**config.mk**
```make
export PLATFORM = sky130hd
export DESIGN_NAME = lrrr_sequencer
export DESIGN_NICKNAME = d
export VERILOG_FILES = /design/src/rtl/lrrr_sequencer.sv
export SDC_FILE = /design/constraint.sdc
export NUM_CORES = 1
export LEC_CHECK = 0
export ABC_AREA = 1
export CAP_MARGIN = 20
export CORE_MARGIN = 2
export CORE_UTILIZATION = 50
export CTS_CLUSTER_SIZE = 8
export DETAILED_ROUTE_END_ITERATION = 16
export GPL_TIMING_DRIVEN = 0
export PLACE_DENSITY = 0.74
export SLEW_MARGIN = 20
export SYNTH_ARGS = -nofsm -noshare
export SYNTH_HDL_FRONTEND = slang
export SYNTH_SLANG_ARGS = --single-unit
```
**constraint.sdc**
```tcl
create_clock -name clk -period 3.3 [get_ports clk]
set_input_delay 0.33 -clock clk [delete_from_list [all_inputs] [get_ports clk]]
set_output_delay 0.33 -clock clk [all_outputs]
set_load 0.005 [all_outputs]
```
**src/rtl/lrrr_sequencer.sv**
```systemverilog
// Command-side controller for the Lrrr boss mover: entry delay, flight with
// periodic and forced dodges, hit handling with invulnerability, and death.
module lrrr_sequencer #(
   parameter int ENTRY_FRAMES  = 60,
   parameter int DODGE_PERIOD  = 45,
   parameter int INVULN_FRAMES = 30,
   parameter int MAX_HEALTH    = 5,
   parameter int Y_LIMIT       = 400
) (
   input  logic        clk,
   input  logic        reset,
   input  logic        startOfFrame,
   input  logic        enable,
   input  logic        hit,
   input  logic [10:0] topLeftX,
   input  logic [10:0] topLeftY,
   output logic        waiting,
   output logic        toggleY,
   output logic [3:0]  health,
   output logic        flash,
   output logic        dead
);

   // state  | meaning
   // IDLE   | game not running, mover held at start position
   // ENTRY  | counting entry frames, mover still held
   // ACTIVE | flying, dodging, hits accepted
   // INVULN | flying after a hit, hits ignored, flash on
   // DEAD   | health exhausted, held until enable drops
   typedef enum logic [2:0] {IDLE, ENTRY, ACTIVE, INVULN, DEAD} stateType;

   localparam logic [7:0]  ENTRY_LAST  = 8'(ENTRY_FRAMES);
   localparam logic [7:0]  DODGE_LAST  = 8'(DODGE_PERIOD);
   localparam logic [7:0]  INVULN_LAST = 8'(INVULN_FRAMES);
   localparam logic [3:0]  HEALTH_INIT = 4'(MAX_HEALTH);
   localparam logic [10:0] Y_LIM       = 11'(Y_LIMIT);

   stateType    state, stateNxt;
   logic [7:0]  frameCnt, frameCntNxt;
   logic [7:0]  dodgeCnt, dodgeCntNxt;
   logic [7:0]  invulnCnt, invulnCntNxt;
   logic [2:0]  holdoff, holdoffNxt;
   logic        pending, pendingNxt;
   logic [3:0]  healthNxt;
   logic        waitingNxt, toggleNxt, flashNxt, deadNxt;
   logic        dodgeReq, flyingNxt;
   logic [7:0]  frameInc, dodgeInc, invulnInc;
   logic        unusedX;

   assign unusedX   = ^topLeftX;
   assign frameInc  = frameCnt + 8'd1;
   assign dodgeInc  = dodgeCnt + 8'd1;
   assign invulnInc = invulnCnt + 8'd1;

   always_ff @(posedge clk or posedge reset) begin
      if (reset) begin
         state     <= IDLE;
         frameCnt  <= 8'd0;
         dodgeCnt  <= 8'd0;
         invulnCnt <= 8'd0;
         holdoff   <= 3'd0;
         pending   <= 1'b0;
         waiting   <= 1'b1;
         toggleY   <= 1'b0;
         health    <= 4'd0;
         flash     <= 1'b0;
         dead      <= 1'b0;
      end else begin
         state     <= stateNxt;
         frameCnt  <= frameCntNxt;
         dodgeCnt  <= dodgeCntNxt;
         invulnCnt <= invulnCntNxt;
         holdoff   <= holdoffNxt;
         pending   <= pendingNxt;
         waiting   <= waitingNxt;
         toggleY   <= toggleNxt;
         health    <= healthNxt;
         flash     <= flashNxt;
         dead      <= deadNxt;
      end
   end

   always_comb begin
      stateNxt     = state;
      frameCntNxt  = frameCnt;
      dodgeCntNxt  = dodgeCnt;
      invulnCntNxt = invulnCnt;
      holdoffNxt   = holdoff;
      healthNxt    = health;
      dodgeReq     = 1'b0;
      pendingNxt   = 1'b0;
      toggleNxt    = 1'b0;
      waitingNxt   = 1'b1;
      flashNxt     = 1'b0;
      deadNxt      = 1'b0;
      flyingNxt    = 1'b0;

      case (state)
         IDLE: begin
            if (enable) begin
               stateNxt    = ENTRY;
               healthNxt   = HEALTH_INIT;
               frameCntNxt = 8'd0;
            end
         end
         ENTRY: begin
            if (!enable) begin
               stateNxt = IDLE;
            end else if (startOfFrame) begin
               if (frameInc == ENTRY_LAST) begin
                  stateNxt     = ACTIVE;
                  frameCntNxt  = 8'd0;
                  dodgeCntNxt  = 8'd0;
                  invulnCntNxt = 8'd0;
                  holdoffNxt   = 3'd0;
               end else begin
                  frameCntNxt = frameInc;
               end
            end
         end
         ACTIVE, INVULN: begin
            if (!enable) begin
               stateNxt = IDLE;
            end else begin
               if (startOfFrame) begin
                  if (dodgeInc == DODGE_LAST) begin
                     dodgeCntNxt = 8'd0;
                     dodgeReq    = 1'b1;
                  end else begin
                     dodgeCntNxt = dodgeInc;
                  end
                  // holdoff reloads to 7 so the next forced dodge lands 8 frames later
                  if (holdoff != 3'd0) begin
                     holdoffNxt = holdoff - 3'd1;
                  end else if (topLeftY >= Y_LIM) begin
                     dodgeReq   = 1'b1;
                     holdoffNxt = 3'd7;
                  end
               end
               if (state == ACTIVE && hit) begin
                  if (health > 4'd1) begin
                     healthNxt    = health - 4'd1;
                     dodgeReq     = 1'b1;
                     stateNxt     = INVULN;
                     invulnCntNxt = 8'd0;
                  end else begin
                     healthNxt = 4'd0;
                     stateNxt  = DEAD;
                  end
               end else if (state == INVULN && startOfFrame) begin
                  if (invulnInc == INVULN_LAST) begin
                     stateNxt     = ACTIVE;
                     invulnCntNxt = 8'd0;
                  end else begin
                     invulnCntNxt = invulnInc;
                  end
               end
            end
         end
         DEAD: begin
            if (!enable) begin
               stateNxt = IDLE;
            end
         end
         default: stateNxt = IDLE;
      endcase

      flyingNxt = (stateNxt == ACTIVE) || (stateNxt == INVULN);
      if (flyingNxt) begin
         waitingNxt = 1'b0;
         flashNxt   = (stateNxt == INVULN);
         // a request landing while toggleY is high is held one cycle so the
         // mover always sees a low cycle between pulses
         toggleNxt  = (dodgeReq || pending) && !toggleY;
         pendingNxt = (dodgeReq || pending) && toggleY;
      end
      deadNxt = (stateNxt == DEAD);
   end

endmodule

```
Word level (Yosys, flattened, before mapping)

Index checks and enable logic that the tools add are counted.

$add $sub $neg: 5
$lt $le $gt $ge: 2
Eq/ne operators: 20
Multiplexer cells: 54
Reduce and logical (&&, ||, !) cells: 18

Operators with widths:

| cell                  | count |
|---|---|
| $mux W8               | 15 |
| $mux W3               | 17 |
| $pmux W8 S2           | 3 |
| $add A8 B1 Y8 const B | 3 |
| $eq A8 B6 Y1 const B  | 2 |
| $mux W4               | 4 |
| $ne A2 B2 Y1 const B  | 7 |
| $reduce_and A7 Y1     | 2 |
| $eq A3 B2 Y1 const B  | 4 |
| $mux W1               | 12 |
| $pmux W3 S4           | 1 |
| $ge A11 B9 Y1 const B | 1 |
| $ne A3 B3 Y1 const B  | 3 |
| $eq A8 B5 Y1 const B  | 1 |
| $pmux W4 S2           | 1 |
| $reduce_and A4 Y1     | 2 |
| $eq A3 B3 Y1 const B  | 2 |
| $pmux W3 S2           | 1 |
| $reduce_and A6 Y1     | 1 |
| $reduce_bool A2 Y1    | 3 |
| $gt A4 B1 Y1 const B  | 1 |
| $logic_and A1 B1 Y1   | 4 |
| $sub A4 B1 Y4 const B | 1 |
| $eq A3 B1 Y1 const B  | 1 |
| 6 further kinds       | 7 |

Register bits after elaboration: 39
Word-level logic and storage cells: 110

Logic depth before layout (Yosys ltp)

Depth in word-level cells: 13
Mapped depth: 15
Depth with buffers taken out: 15

Worst setup path after synthesis

No wires, ideal clock.

Kind: register -> register
From: reg frameCnt[0]
To: reg dodgeCnt[0]
Arrival: 1.596 ns
Data required time: 3.182 ns
Path slack: 1.586 ns
Stages on the path, launching flop included: 13
Buffers on the path: 1
Period minus slack after synthesis: 1.714 ns
Path through: dfrtp_1 > ha_1 > nand2_1 > nor2_1 > nand2_1 > xor2_1 > nor2_2 > nand4_2 > nand2_4 > nand2_4 > buf_8 > nand2_1 > o21ai_2

Cells in the longest elaborated chain, start to end: 4

RTL lines:

| element                     | line | source |
|---|---|---|
| from (decl)                 | 39   | `logic [7:0] frameCnt, frameCntNxt;` |
| from (signal assigned)      | 70   | `frameCnt <= frameCntNxt;` |
| $add A8 B1 Y8               | 51   | `assign frameInc = frameCnt + 8'd1;` |
| $eq A8 B6 Y1                | 110  | `if (frameInc == ENTRY_LAST) begin` |
| $ne A2 B2 Y1 (no line)      | n/a  |  |
| $reduce_and A6 Y1 (no line) | n/a  |  |
| to (signal assigned)        | 71   | `dodgeCnt <= dodgeCntNxt;` |
| to (decl)                   | 40   | `logic [7:0] dodgeCnt, dodgeCntNxt;` |

Every way passes these cells.
A chain may end at the register's enable or synchronous reset.

Final worst setup path

From: reg invulnCnt[0]
To: reg state[0]

Cells in the longest elaborated chain, start to end: 7

RTL lines:

| element                | line | source |
|---|---|---|
| from (decl)            | 41   | `logic [7:0] invulnCnt, invulnCntNxt;` |
| from (signal assigned) | 72   | `invulnCnt <= invulnCntNxt;` |
| $add A8 B1 Y8          | 53   | `assign invulnInc = invulnCnt + 8'd1;` |
| $eq A8 B5 Y1           | 151  | `if (invulnInc == INVULN_LAST) begin` |
| $mux W3                | 151  |  |
| $mux W3                | 150  | `end else if (state == INVULN && startOfFrame) begin` |
| $mux W3                | 140  | `if (state == ACTIVE && hit) begin` |
| $mux W3                | 122  | `if (!enable) begin` |
| $pmux W3 S4            | 98   | `case (state)` |
| net stateNxt[0]        | 38   | `stateType state, stateNxt;` |
| to (signal assigned)   | 69   | `state <= stateNxt;` |
| to (decl)              | 38   |  |

The timed path passes the listed nets, and every way through them passes these cells.

==> flow_metrics.py <==
metrics = {
    "status": {
        "outcome": "complete, no violations",
    },
    "logic_synthesis": {
        "synth-simple-area-share": 0.341,
        "syn_avg_cell_area_um2": 7.36,
        "synth_top_area_frac": 0.380,
        "synth_mux_area_frac": 0,
        "netlist_instances": 340,
        "synth_nets": 376,
        "yosysWarnings": 0,
        "synth_compound_area_frac": 0.107,
        "yosysSeqAreaShare": 0.390,
        "synth.largest_area_cell": "dfrtp_1",
        "ys_types": 34,
        "syn_area_um2": 2500,
        "synth_fa_ha_area_frac": 0.0450,
        "synth-xor-area-share": 0.0350,
        "synth_seq_cells": 39,
        "synth_top_family_by_area": "simple AND/OR/NAND/NOR gates",
        "ys_top_cells_by_area": "dfrtp_1 38%, nand2_1 14%, inv_1 7.0%",
    },
    "global_routing": {
        "grt_max_degree": 27,
        "grt_pass1_wl_um": 8650,
        "first_global_vias": 1996,
        "antenna_found_initial": 0,
        "grt_overflow_total": 0,
        "track_usage": 0.201,
    },
    "floorplan": {
        "die_area_um2": 5590,
        "die_width_um": 74.8,
        "pin_count": 35,
        "die_h_um": 74.8,
        "rows": 25,
        "core_um2": 4790,
        "start_util": 0.523,
    },
    "cts": {
        "clkLatencyLatePin_ps": 290,
        "h-tree-depth": 2,
        "cts_resized": 0,
        "cts_hold_buf": 0,
        "cts_setup_buffers": 0,
        "cts_tree": "done",
        "cts_made_buffers": 5,
        "cts_sinks": 39,
        "path_clk_slew_ps": 80,
        "cts_buffer_depth": 2,
        "cts-root-buf": "clkbuf_8",
    },
    "sta": {
        "rsz0062_at_grt": "false",
        "worstMarginPinSlew_ps": 532,
        "fin_crit_ps": 2000,
        "relSlewSlack": 0.643,
        "slew_violations": 0,
        "fin_skew_ps": 12.6,
        "finalSetupTns_ps": 0,
        "finalHoldViolations": 0,
        "setup_viol": 0,
        "fmax_mhz": 500,
        "post-route-period-util": 0.606,
    },
    "power_and_ir_drop": {
        "leakage_nw": 1.37,
        "irDropWorstVdd_uv": 223,
        "p_comb_frac": 0.085,
        "seqPwrFrac": 0.564,
        "finalPower_mw": 0.882,
        "p_switching_mw": 0.213,
        "swShare": 0.241,
        "internal_power_mw": 0.669,
        "powerDensity_nw_per_um2": 307,
        "pwr-share-clk": 0.351,
    },
    "worst_setup_path": {
        "start_kind": "flip-flop",
        "path_cells": "ha_1 > nand3_1 > xnor2_1 > nand3_1 > nor2_1 > nand2_1 > o21ai_0 > nand2_1 > nand2_1 > nand2_1",
        "critPathMaxFanout": 6,
        "worst_r2r_path_depth": 10,
        "timing.rr.start": "invulnCnt[0]",
        "endpoint_kind": "flip-flop",
        "crit_path_top_delay_cell": "dfrtp_1",
        "critPathTopFamily": "simple AND/OR/NAND/NOR gates",
        "r2r_slack_ps": 1300,
        "timing.setup.critical_path_class": "reg -> reg",
        "worstPathArrival_ps": 2170,
        "critical_path.most_common_cell": "nand2_1",
        "max_stage_delay_ps": 440,
        "required_ps": 3470,
        "path_buf_inv": 0,
        "timing.rr.end": "state[0]",
    },
    "placed_design": {
        "dpl.hpwl_um": 3670,
        "port_buffers": 19,
        "place_congestion": 0.852,
    },
    "finish": {
        "nets": 403,
        "area_growth_pct": 14.9,
        "drive_above_1_share": 0.101,
        "final_common_cell": "nand2_1",
        "final_cell_mix": "94 x nand2_1, 46 x inv_1, 38 x dfrtp_1",
        "antenna_cells": 0,
    },
    "detailed_routing": {
        "routedWlPerCell_um": 11.1,
        "viasPerCell": 4.95,
        "routed_wl_um": 4840,
        "ant_nets": 0,
        "drt_iter0_markers": 115,
        "drc": 0,
        "firstDrtPassIters": 4,
        "vias": 2155,
    },
    "worst_hold_path": {
        "hp-class": "in -> async",
    },
    "flow_run": {
        "max-cap-violations": 0,
    },
}
## per-stage QoR
step | instance area (um2) | utilization | setup slack, ps | instances | hold slack, ps
floorplan | 2500 | - | 1590 | 340 | 445
global placement | 2780 | 0.580 | 1190 | 426 | 440
detailed placement | 2800 | 0.585 | 1310 | 427 | 441
global route | 2880 | 0.601 | 1020 | 435 | 329
finish | 2880 | 0.601 | 1300 | 435 | 300
CTS | 2880 | 0.601 | 1320 | 435 | 309
## power by group through the flow
stage	combinational (mW)	clock (mW)	sequential, mW
finish	0.0750	0.309	0.498
global route	0.0871	0.345	0.499
CTS	0.0764	0.322	0.497
detailed placement	0.0764	0	0.506
global placement	0.0716	0	0.506
floorplan	0.0447	0	0.504
## cell usage after synthesis (all sizes together)
library cell,n
nand2,100
inv,49
dfrtp,38
nor2,38
o21ai,22
nand3,20
a21oi,14
nand4,13
ha,9
nor3,8
xor2,8
or2,7
o22ai,4
xnor2,2
a211oi,1
a22o,1
a31oi,1
buf,1
clkbuf,1
dfstp,1
nand3b,1
o21bai,1
## routing by layer
layer  vias up  track usage  share of wire
met5         -            0              0
met4         0       0.0595          0.011
met3         6       0.0402          0.030
met2        31        0.329           0.47
met1       972        0.271           0.49
li1       1146            -              -
## area by class of cell
cell class	instances	area, um2
Inverter	49	184
Fill cell	447	1910
Timing Repair Buffer	20	210
Tap cell	67	83.8
Clock buffer	8	80.1
Buffer	2	18.8
Sequential cell	39	977
Multi-Input combinational cell	250	1320
## cells by family (layout without fill, tap and decap cells)
kind of cell	after synthesis	after routing
and+or+nand+nor	187	187
buffers and inverters	51	79
AOI/OAI and AO/OA	44	44
DFF	39	39
xor gates and xnor gates	10	10
adders and majority gates	9	9
## registers in the layout, indices dropped and copies added (netlist names)
| register | cells |
|---|---|
| invulnCnt | 8 |
| frameCnt | 8 |
| holdoff | 3 |
| waiting | 1 |
| toggleY | 1 |
| state | 3 |
| health | 4 |
| dead | 1 |
| flash | 1 |
| dodgeCnt | 8 |
| pending | 1 |
## how the worst max path moves through the flow
stage                       startpoint  depth (start not counted)     endpoint  slack, ps
after floorplan            frameCnt[0]                         12  dodgeCnt[0]       1590
after global placement           reset                          2  frameCnt[3]       1190
after detailed placement  startOfFrame                          7  frameCnt[0]       1310
after CTS                 invulnCnt[0]                         10     state[0]       1320
after global routing      invulnCnt[0]                         10     state[0]       1020
final                     invulnCnt[0]                         10     state[0]       1300
Note: power is estimated with default switching activity, not from simulation.
